<file path="src/rtl/output_fifo_buffer.sv">
// Circular output buffer between the output write controller and the
// downstream consumer. First-word fall-through read port. Occupancy is
// tracked with an explicit count, and full/empty are derived from that
// count. Overflow and underflow are sticky error flags.
module output_fifo_buffer #(
    parameter int DATA_W = 16,
    parameter int DEPTH  = 8,
    parameter int ADDR_W = 3
) (
    input  logic              clk,
    input  logic              rst_n,
    input  logic              clr,
    input  logic              w_en,
    input  logic [DATA_W-1:0] wdata,
    output logic              ready,
    input  logic              r_en,
    output logic [DATA_W-1:0] rdata,
    output logic              valid,
    output logic [ADDR_W:0]   count,
    output logic              overflow,
    output logic              underflow
);

    localparam logic [ADDR_W:0] FULL_CNT = (ADDR_W + 1)'(DEPTH);

    logic [DATA_W-1:0] mem_q [DEPTH];

    logic [ADDR_W-1:0] wr_ptr_q, wr_ptr_d;
    logic [ADDR_W-1:0] rd_ptr_q, rd_ptr_d;
    logic [ADDR_W:0]   count_q, count_d;
    logic              overflow_q, overflow_d;
    logic              underflow_q, underflow_d;

    logic wr_acc;
    logic rd_acc;

    // Status and head-of-buffer word come straight from registered state
    assign ready     = (count_q != FULL_CNT);
    assign valid     = (count_q != '0);
    assign rdata     = mem_q[rd_ptr_q];
    assign count     = count_q;
    assign overflow  = overflow_q;
    assign underflow = underflow_q;

    // Accept decisions; a flush suppresses both sides for the cycle
    always_comb begin
        wr_acc = w_en & ready & ~clr;
        rd_acc = r_en & valid & ~clr;
    end

    // Next-state for pointers, occupancy and the sticky flags
    always_comb begin
        wr_ptr_d    = wr_ptr_q;
        rd_ptr_d    = rd_ptr_q;
        count_d     = count_q;
        overflow_d  = overflow_q;
        underflow_d = underflow_q;

        if (clr) begin
            wr_ptr_d    = '0;
            rd_ptr_d    = '0;
            count_d     = '0;
            overflow_d  = 1'b0;
            underflow_d = 1'b0;
        end else begin
            if (wr_acc) begin
                wr_ptr_d = wr_ptr_q + ADDR_W'(1);
            end
            if (rd_acc) begin
                rd_ptr_d = rd_ptr_q + ADDR_W'(1);
            end
            case ({wr_acc, rd_acc})
                2'b10:   count_d = count_q + (ADDR_W + 1)'(1);
                2'b01:   count_d = count_q - (ADDR_W + 1)'(1);
                default: count_d = count_q;
            endcase
            if (w_en && !ready) begin
                overflow_d = 1'b1;
            end
            if (r_en && !valid) begin
                underflow_d = 1'b1;
            end
        end
    end

    // Control state register with asynchronous active-low clear
    always_ff @(posedge clk or negedge rst_n) begin
        if (!rst_n) begin
            wr_ptr_q    <= '0;
            rd_ptr_q    <= '0;
            count_q     <= '0;
            overflow_q  <= 1'b0;
            underflow_q <= 1'b0;
        end else begin
            wr_ptr_q    <= wr_ptr_d;
            rd_ptr_q    <= rd_ptr_d;
            count_q     <= count_d;
            overflow_q  <= overflow_d;
            underflow_q <= underflow_d;
        end
    end

    // Storage array; contents are intentionally not reset
    always_ff @(posedge clk) begin
        if (wr_acc) begin
            mem_q[wr_ptr_q] <= wdata;
        end
    end

endmodule

</file>
<file path="config.mk">
export PLATFORM = sky130hd
export DESIGN_NAME = output_fifo_buffer
export DESIGN_NICKNAME = d
export VERILOG_FILES = /design/src/rtl/output_fifo_buffer.sv
export SDC_FILE = /design/constraint.sdc
export NUM_CORES = 1
export LEC_CHECK = 0
export CAP_MARGIN = 15
export CORE_ASPECT_RATIO = 0.6
export CORE_UTILIZATION = 40
export DETAILED_ROUTE_END_ITERATION = 10
export PLACE_DENSITY = 0.55
export RECOVER_POWER = 100
export SYNTH_ARGS = -nofsm -noshare
export SYNTH_HDL_FRONTEND = slang
export SYNTH_SLANG_ARGS = --single-unit
</file>
<file path="constraint.sdc">
create_clock -name clk -period 7.76 [get_ports clk]
set_input_delay 1.164 -clock clk [delete_from_list [all_inputs] [get_ports clk]]
set_output_delay 1.164 -clock clk [all_outputs]
set_load 0.01 [all_outputs]
</file>
Word-level counts from Yosys, hierarchy flattened
Memory sizes are Yosys's and may differ from the RTL's. Index checks and enable logic that the tools add are counted. Widths: inputs -> output; s select.

Flip-flop bits (word level): 12. Bits in writable memories: 128. Bits of input ports: 21. Output and inout port bits: 24. Logic and storage cells: 40. Memories kept: 1.

Memories: mem_q (words 8, bits a word 16, read ports 1, clocked after Yosys merged registers in 0, wr ports 1, line 26) `logic [DATA_W-1:0] mem_q [DEPTH];`.

$add $sub $neg: 4. Eq/ne operators: 3. Muxes and demuxes: 12. Bitwise gates (word level): 5. Reduce and logical (&&, ||, !) cells: 10.

Operator list (number): $mux 3 (4); $pmux 4 s2 (1); $reduce_bool 2->1 (4); $add 3x1->3 const B (2); $mux 1 (6); $add 4x1->4 const B (1); $and 1x1->1 (4); $mux 4 (1); $ne 4x4->1 const B (1); $reduce_bool 4->1 (1); $sub 4x1->4 const B (1); $reduce_bool 3->1 (1); $eq 2x1->1 const B (1); $eq 2x2->1 const B (1); $logic_and 1x1->1 (2); $logic_not 1->1 (2); $not 1->1 (1).

Logic depth before layout (Yosys ltp)
Gate-level depths: netlist (run 1).

Depth in word-level cells: 6. Gate-level depth with buffers: 8. Mapped depth without buffers: 7.

Least setup slack after synthesis (run 1)
OpenSTA, ideal clock, no wires.

Path kind: input port to flip-flop. From: input port w_en. To: memory mem_q[0][0] (enable). Arrival: 3.568 ns. Data required time: 7.324 ns. Slack: 3.756 ns. Stages on the path: 4. Buffers on the path: 2. Path through: clkbuf_1 -> buf_2 -> nand2_1 -> nor4b_1.

Word-level cells in the longest chain between the ends: 4.

RTL lines: from (decl) (line 13) `input logic w_en,`; $and 1x1->1 (2 in series) (line 47) `wr_acc = w_en & ready & ~clr;`; $mux 1 (line 105) `if (wr_acc) begin`; $mux 1 (implied by the code) (line 106) `mem_q[wr_ptr_q] <= wdata;`; to (decl) (line 26).

No other way between the ends.

Worst setup path after layout (run 1)
From: register rd_ptr_q[0]. To: output port rdata[7].

Word-level cells in the longest chain between the ends: 1.

RTL lines: from (decl) (line 29) `logic [ADDR_W-1:0] rd_ptr_q, rd_ptr_d;`; from (signal assigned) (line 96) `rd_ptr_q <= rd_ptr_d;`; $mem_v2 8x16; to (decl) (line 17) `output logic [DATA_W-1:0] rdata,`.

No other way between the ends.

==> metrics.txt, run 1 <==
Worst IR Drop VDD between 0.1 and 0.15 mV; PwrDens 317 nW/µm²; RSZ-0062 raised after global routing no; Tot GR Track Use 0.166; root buf cell clkbuf_16; Netlist cell types 40; Clock Tree Buf Depth 2; Diodes inserted 0; Final Skew 0.00659 ns; DR iter-0 viols 240; Die Y 94.2 µm; outcome finished, violations left; post-CTS setup buffer count 0; asr flop ratio synth 0.0857; final instance area slightly below 7000 µm²; number of global-route vias before repair 2835; detailed placement HPWL 6.37 mm; P&R area growth vs syn 21.2%; critical path class reg -> out; Critical Path Fanout Max 20; H-Tree Depth 4; gpl congestion 0.774; Leakage 2.23 nW; Sequential Area a little over 4000 µm²; met3 Use GR 0.0434; input/output buffers 44; top post-synthesis cells by area edfxtp_1 (68%), mux4_2 (13%), dfrtp_1 (5.3%); failing checks capacitance limit, slew limit; Yosys top cell area share 0.678; Slew @ Worst Pin 1.76 ns; GRT busiest layer met1; max_slew headroom -0.173; layout cells sized above 1 0.224; critical path's slowest cell clkbuf_1; post-route minimum period 5.44 ns; hold_ws around 0.5 ns; cell breakdown of the critical path clkbuf_1 -> mux4_2 -> mux2_2 -> dlygate4sd3_1; Die Area between 10000 and 15000 µm²; Critical Path Start Type register; total power 2.18 mW; slowest stage delay, CP 1.34 ns; syn_area_per_cell 20.0 µm²; Setup crit end kind output port; Die Wd ~160 µm; 1st-pass router iterations 4; Setup Viol. Count Final 0; core area ~14000 µm²; wire per inst 20.1 µm; Starting Density 0.412; initial antenna violation count 0; Placed Instances 513; Cell Count, Final, Fillers Out 545; CTS resizes 0; first-pass GRT wire length roughly 17 mm; Place WS 4.02 ns; top cell type by total area after synthesis edfxtp_1; nets 365; CTS sink count 140; Post-synth EDFFs 128; fillers 1112; Layout Utilization 0.500; Yosys warning count 0; ANT nets after route 0; Reg clk slew, reported paths 0.06 ns; Max Cap Viol 2; cell area after synthesis 5670 µm²; sum of negative setup slack 0 ns; fmax 184 MHz; worst endpoint data arrival time 4.28 ns; pin count of the biggest net entering global routing 35; M1 GR Usage 0.241; Hold Path Class reg -> reg; vias per cell ~5.1; Post-Route WL 11.0 mm; multi-input logic area ~1400 µm²; num ports 45; CTS Buf Count 17; Max Slew Vio Count 29; fin crit share 0.701; via count 2789; CTS Hold Buffers Added 0; Hold Violations, Final 0; grt met2 use 0.238; # rows 33; Critical Path RT 6.60 ns; Area after DPL 6370 µm²; Net Count, Synth 309; clk_lat worst skew around 0.4 ns; Synth Register Bits 140; setup slack after layout roughly 2.3 ns; Mapped Cells 284; ys flop type edfxtp_1; register area share after synthesis 0.731; CTS tree done; GR Overflow Total 0; Post-route DRC 0
==> cells by family after synthesis <==
group	Yosys count	share of synthesized area
flip-flops	140	0.731
XOR/XNOR	6	0.00927
adder cells (fa/ha/maj)	4	0.00883
multiplexers	49	0.161
buffers and inverters	21	0.0181
AND/OR/NAND/NOR	44	0.0424
AO/OA/AOI/OAI	20	0.0300
==> flip-flops by register name, indices dropped and copies added (netlist names) <==
register   cells
count          4
underflow      1
overflow       1
rd_ptr_q       3
mem_q        128
wr_ptr_q       3
==> cell usage in the layout, fill, tap and decap left out, types with 2 or more instances in the layout <==
cell / count
edfxtp_1: 128
dlygate4sd3_1: 40
mux4_2: 32
nor2_1: 18
clkbuf_16: 17
mux2_2: 16
dfrtp_1: 12
clkbuf_1: 10
a21oi_1: 7
nand3_1: 5
nor3_1: 5
xor2_1: 4
ha_1: 4
clkinv_1: 4
bufinv_16: 4
clkdlybuf4s50_1: 4
nand2_1: 3
nor4_1: 3
inv_1: 3
clkinvlp_4: 3
or3_1: 2
nor4b_1: 2
o21ai_1: 2
nor3b_1: 2
xnor2_1: 2
a32o_1: 2
a31oi_1: 2
clkinv_2: 2
==> Yosys cell counts (2+ instances only) <==
master,instances
a21oi_1,6
a31oi_1,2
a32o_1,2
buf_2,7
buf_6,2
clkbuf_1,7
dfrtp_1,12
edfxtp_1,128
ha_1,4
inv_1,3
mux2_2,16
mux4_2,32
nand2_1,3
nand3_1,5
nor2_1,18
nor3_1,5
nor3b_1,2
nor4_1,3
o21ai_1,2
xnor2_1,2
xor2_1,4
==> critical path: cells and delay by family, from the launching register on <==
family                 cells  cell delay [ns]
buffers and inverters      2             1.94
flip-flops                 1             0.97
multiplexers               2             0.95
==> metal layers <==
| metal | up-vias | part of all wire |
|---|---|---|
| li1 | 1275 | - |
| met1 | 1431 | 0.50 |
| met2 | 72 | 0.44 |
| met3 | 11 | 0.045 |
| met4 | 0 | 0.0087 |
| met5 | - | 0 |
==> final timing paths <==
| check | from | to | slack (ns) | cells past startpoint |
|---|---|---|---|---|
| worst max-delay path | rd_ptr_q[0]$_DFFE_PN0P_ | rdata[7] | 2.32 | 4 |
| worst min-delay path | underflow$_DFFE_PN0P_ | underflow$_DFFE_PN0P_ | 0.50 | 2 |
| worst max register to register | count[1]$_DFFE_PN0P_ | count[3]$_DFFE_PN0P_ | 4.50 | 7 |
| worst min register to register | underflow$_DFFE_PN0P_ | underflow$_DFFE_PN0P_ | 0.50 | 2 |
| max in group asynchronous | rst_n | count[2]$_DFFE_PN0P_ | 6.17 | 1 |
| min in group asynchronous | rst_n | underflow$_DFFE_PN0P_ | 1.20 | 1 |
==> layout make-up <==
cell class                 count  area share
inverter                       4     0.00218
clock buffer                  18      0.0624
sequential                   140       0.603
timing repair buffer          54      0.0701
multi-input combinational    123       0.202
clock inverter                14      0.0257
tap                          192      0.0350
==> power by group <==
| part | internal (mW) | switching (mW) | total (mW) |
|---|---|---|---|
| Sequential | 0.859 | 0.0484 | 0.907 |
| Combinational | 0.246 | 0.196 | 0.442 |
| Clock | 0.532 | 0.296 | 0.828 |
| Total | 1.64 | 0.541 | 2.18 |
Power figures use the tool's default switching activity.
==> run 2: changes to the inputs <==
--- a/config.mk
+++ b/config.mk
@@ -9,7 +9,7 @@
 export CORE_ASPECT_RATIO = 0.6
 export CORE_UTILIZATION = 40
 export DETAILED_ROUTE_END_ITERATION = 10
-export PLACE_DENSITY = 0.55
+export PLACE_DENSITY = 0.58
 export RECOVER_POWER = 100
 export SYNTH_ARGS = -nofsm -noshare
 export SYNTH_HDL_FRONTEND = slang
==> constraint.sdc (replaced) <==
create_clock -name clk -period 4.5 [get_ports clk]
set_input_delay 0.675 -clock clk [delete_from_list [all_inputs] [get_ports clk]]
set_output_delay 0.675 -clock clk [all_outputs]
set_load 0.01 [all_outputs]
==> run 2 against run 1 <==
The flow still finishes with violations (capacitance limit, slew limit). Clock-buffer cell count fell by 1. Global-route usage hardly changed. Final area decreased by 0.29%. Setup slack worse by 1.6 ns. Register-to-register slack got worse by 3.3 ns. Clock power rose by 50%. First-iteration DRC count is 21% lower. Core utilization shrank 0.15 points. Non-clock buffer count up 3. Sequential power is 74% higher. Routed wire length is 2.1% lower. Via count is 0.75% higher.
==> metrics.txt, run 2 (synthesis gave the netlist of run 1 again) <==
outcome finished, violations left; failing checks capacitance limit, slew limit; RSZ-0062 raised after global routing no; Largest register FFs 128 (unchanged); commonest non-fill, non-tap cell in the layout edfxtp_1; GR Overflow Total 0 (unchanged); most frequent cells in the layout edfxtp_1 (128), mux4_2 (32), dlygate4sd3_1 (32); Leakage 2.22 nW (-0.39%); Hold Violations, Final 0 (unchanged); Setup crit end kind output port; PwrDens 526 nW/µm² (+66%); Setup Viol. Count Final 0 (unchanged); CTS Hold Buffers Added 0 (unchanged); sum of negative setup slack 0 ns (unchanged); Worst IR Drop VDD 0.250 mV (+75%); CTS sink count 140 (unchanged); Critical Path Start Type register; Post-route DRC 0 (unchanged); Max Cap Viol 1 (-1); first-pass GRT wire length 16.9 mm (about the same); Diodes inserted 0 (unchanged); hold_ws 0.499 ns (+0.00184 ns); fmax 265 MHz; R2R setup slack 1.22 ns (-3.28 ns); slowest stage delay, CP 1.08 ns (-0.26 ns); CTS Buf Count 17 (unchanged); Post-Route WL 10.7 mm (-2.1%); Slew @ Worst Pin 1.54 ns (-0.220 ns); gpl congestion 0.825 (+6.6%); input/output buffers 44 (unchanged); post-route minimum period between 3 and 4 ns; cell breakdown of the critical path buf_12 -> mux4_2 -> mux2_2 -> clkdlybuf4s50_1; critical path's slowest cell dfrtp_1; vias per cell 5.14 (+0.38%); fin crit share 0.838; Max Slew Vio Count 8 (-72%); post-CTS setup buffer count 0 (unchanged); ANT nets after route 0 (unchanged); total power 3.60 mW (+65%); DR iter-0 viols 189 (-21%); pin count of the biggest net entering global routing 19 (-46%); P&R area growth vs syn 20.9%; Die Wd 156 µm (unchanged); Reg clk slew, reported paths 0.06 ns (about the same); Tot GR Track Use 0.166 (about the same); # rows 33 (unchanged); nets 368 (+0.82%); via count 2810 (+0.75%); Clock Tree Buf Depth 2 (unchanged); num ports 45 (unchanged); CTS resizes 0 (unchanged); H-Tree Depth 4 (unchanged); max_slew headroom -0.0400 (+0.133); CTS tree done; detailed placement HPWL 6.41 mm (+0.55%); Most flops, register mem_q; Final Skew 0.00725 ns (+0.000662 ns); Die Y 94.2 µm (unchanged); number of global-route vias before repair 2927 (+3.2%); worst endpoint data arrival time 3.10 ns (-1.18 ns); clk_lat worst skew 0.40 ns (about the same); initial antenna violation count 0 (unchanged); Critical Path Fanout Max 18 (-10%); wire per inst 19.6 µm (-2.5%); Starting Density 0.412 (unchanged); core area 13700 µm² (unchanged); Critical Path RT 3.83 ns (-2.77 ns); Die Area 14700 µm² (unchanged); critical path class reg -> out; layout cells sized above 1 0.242 (+0.0185); Hold Path Class reg -> reg; 1st-pass router iterations 4 (unchanged); root buf cell clkbuf_16
-- run 2: cell types whose count changed in the layout (fill, tap and decap cells not counted), moves of 2 or more --
cell,previous run,this run
bufinv_16,4,1
buf_4,1,4
dlygate4sd3_1,40,32
clkdlybuf4s50_1,4,12
clkinv_2,2,5
clkbuf_1,10,8
-- run 2: critical path, delay by kind of cell, from the launching register on --
family | cells | cell delay, ns
DFF | 1 | 1.08
muxes | 2 | 0.83
buffers and inverters | 2 | 0.77
-- run 2: cell type report --
class / instances / area (µm²)
sequential: 140 / 4140
multi-input combinational: 123 / 1400
tap: 192 / 240
inverter: 4 / 15.0
fill: 1127 / 6900
clock buffer: 17 / 425
clock inverter: 14 / 106
timing repair buffer: 57 / 520
-- run 2: worst paths after layout --
| check | startpoint | endpoint | cells past startpoint |
|---|---|---|---|
| max | rd_ptr_q[0]$_DFFE_PN0P_ | rdata[9] | 4 |
| max in group asynchronous | rst_n | rd_ptr_q[2]$_DFFE_PN0P_ | 1 |
| min | overflow$_DFFE_PN0P_ | overflow$_DFFE_PN0P_ | 2 |
| max reg2reg | count[1]$_DFFE_PN0P_ | count[3]$_DFFE_PN0P_ | 7 |
| min reg2reg | overflow$_DFFE_PN0P_ | overflow$_DFFE_PN0P_ | 2 |
| min in group asynchronous | rst_n | underflow$_DFFE_PN0P_ | 1 |
-- run 2: power breakdown --
| part | switching (mW) | total, mW | leakage, nW | internal (mW) |
|---|---|---|---|---|
| Combinational | 0.329 | 0.775 | 0.643 | 0.446 |
| Clock | 0.498 | 1.24 | 0.257 | 0.745 |
| Sequential | 0.102 | 1.58 | 1.32 | 1.48 |
-- run 2: layer usage --
| layer | vias up | share of wire | track usage | routed length (µm) |
|---|---|---|---|---|
| met5 | - | 0 | 0 | 0 |
| met3 | 12 | 0.060 | 0.0401 | 643 |
| met4 | 0 | 0.0081 | 0.0637 | 87 |
| met1 | 1436 | 0.48 | 0.235 | 5140 |
| met2 | 84 | 0.45 | 0.248 | 4870 |
| li1 | 1278 | - | - | - |
-- run 2: stage by stage --
step / setup slack, ns / instances / instance area, µm² / utilization
floorplan: 0.985 / 284 / 5670 / -
global placement: 1.46 / 516 / 6400 / 0.466
detailed placement: 1.42 / 516 / 6400 / 0.466
CTS: 0.991 / 547 / 6930 / 0.504
global route: 0.530 / 547 / 6850 / 0.498
finish: 0.730 / 547 / 6850 / 0.498
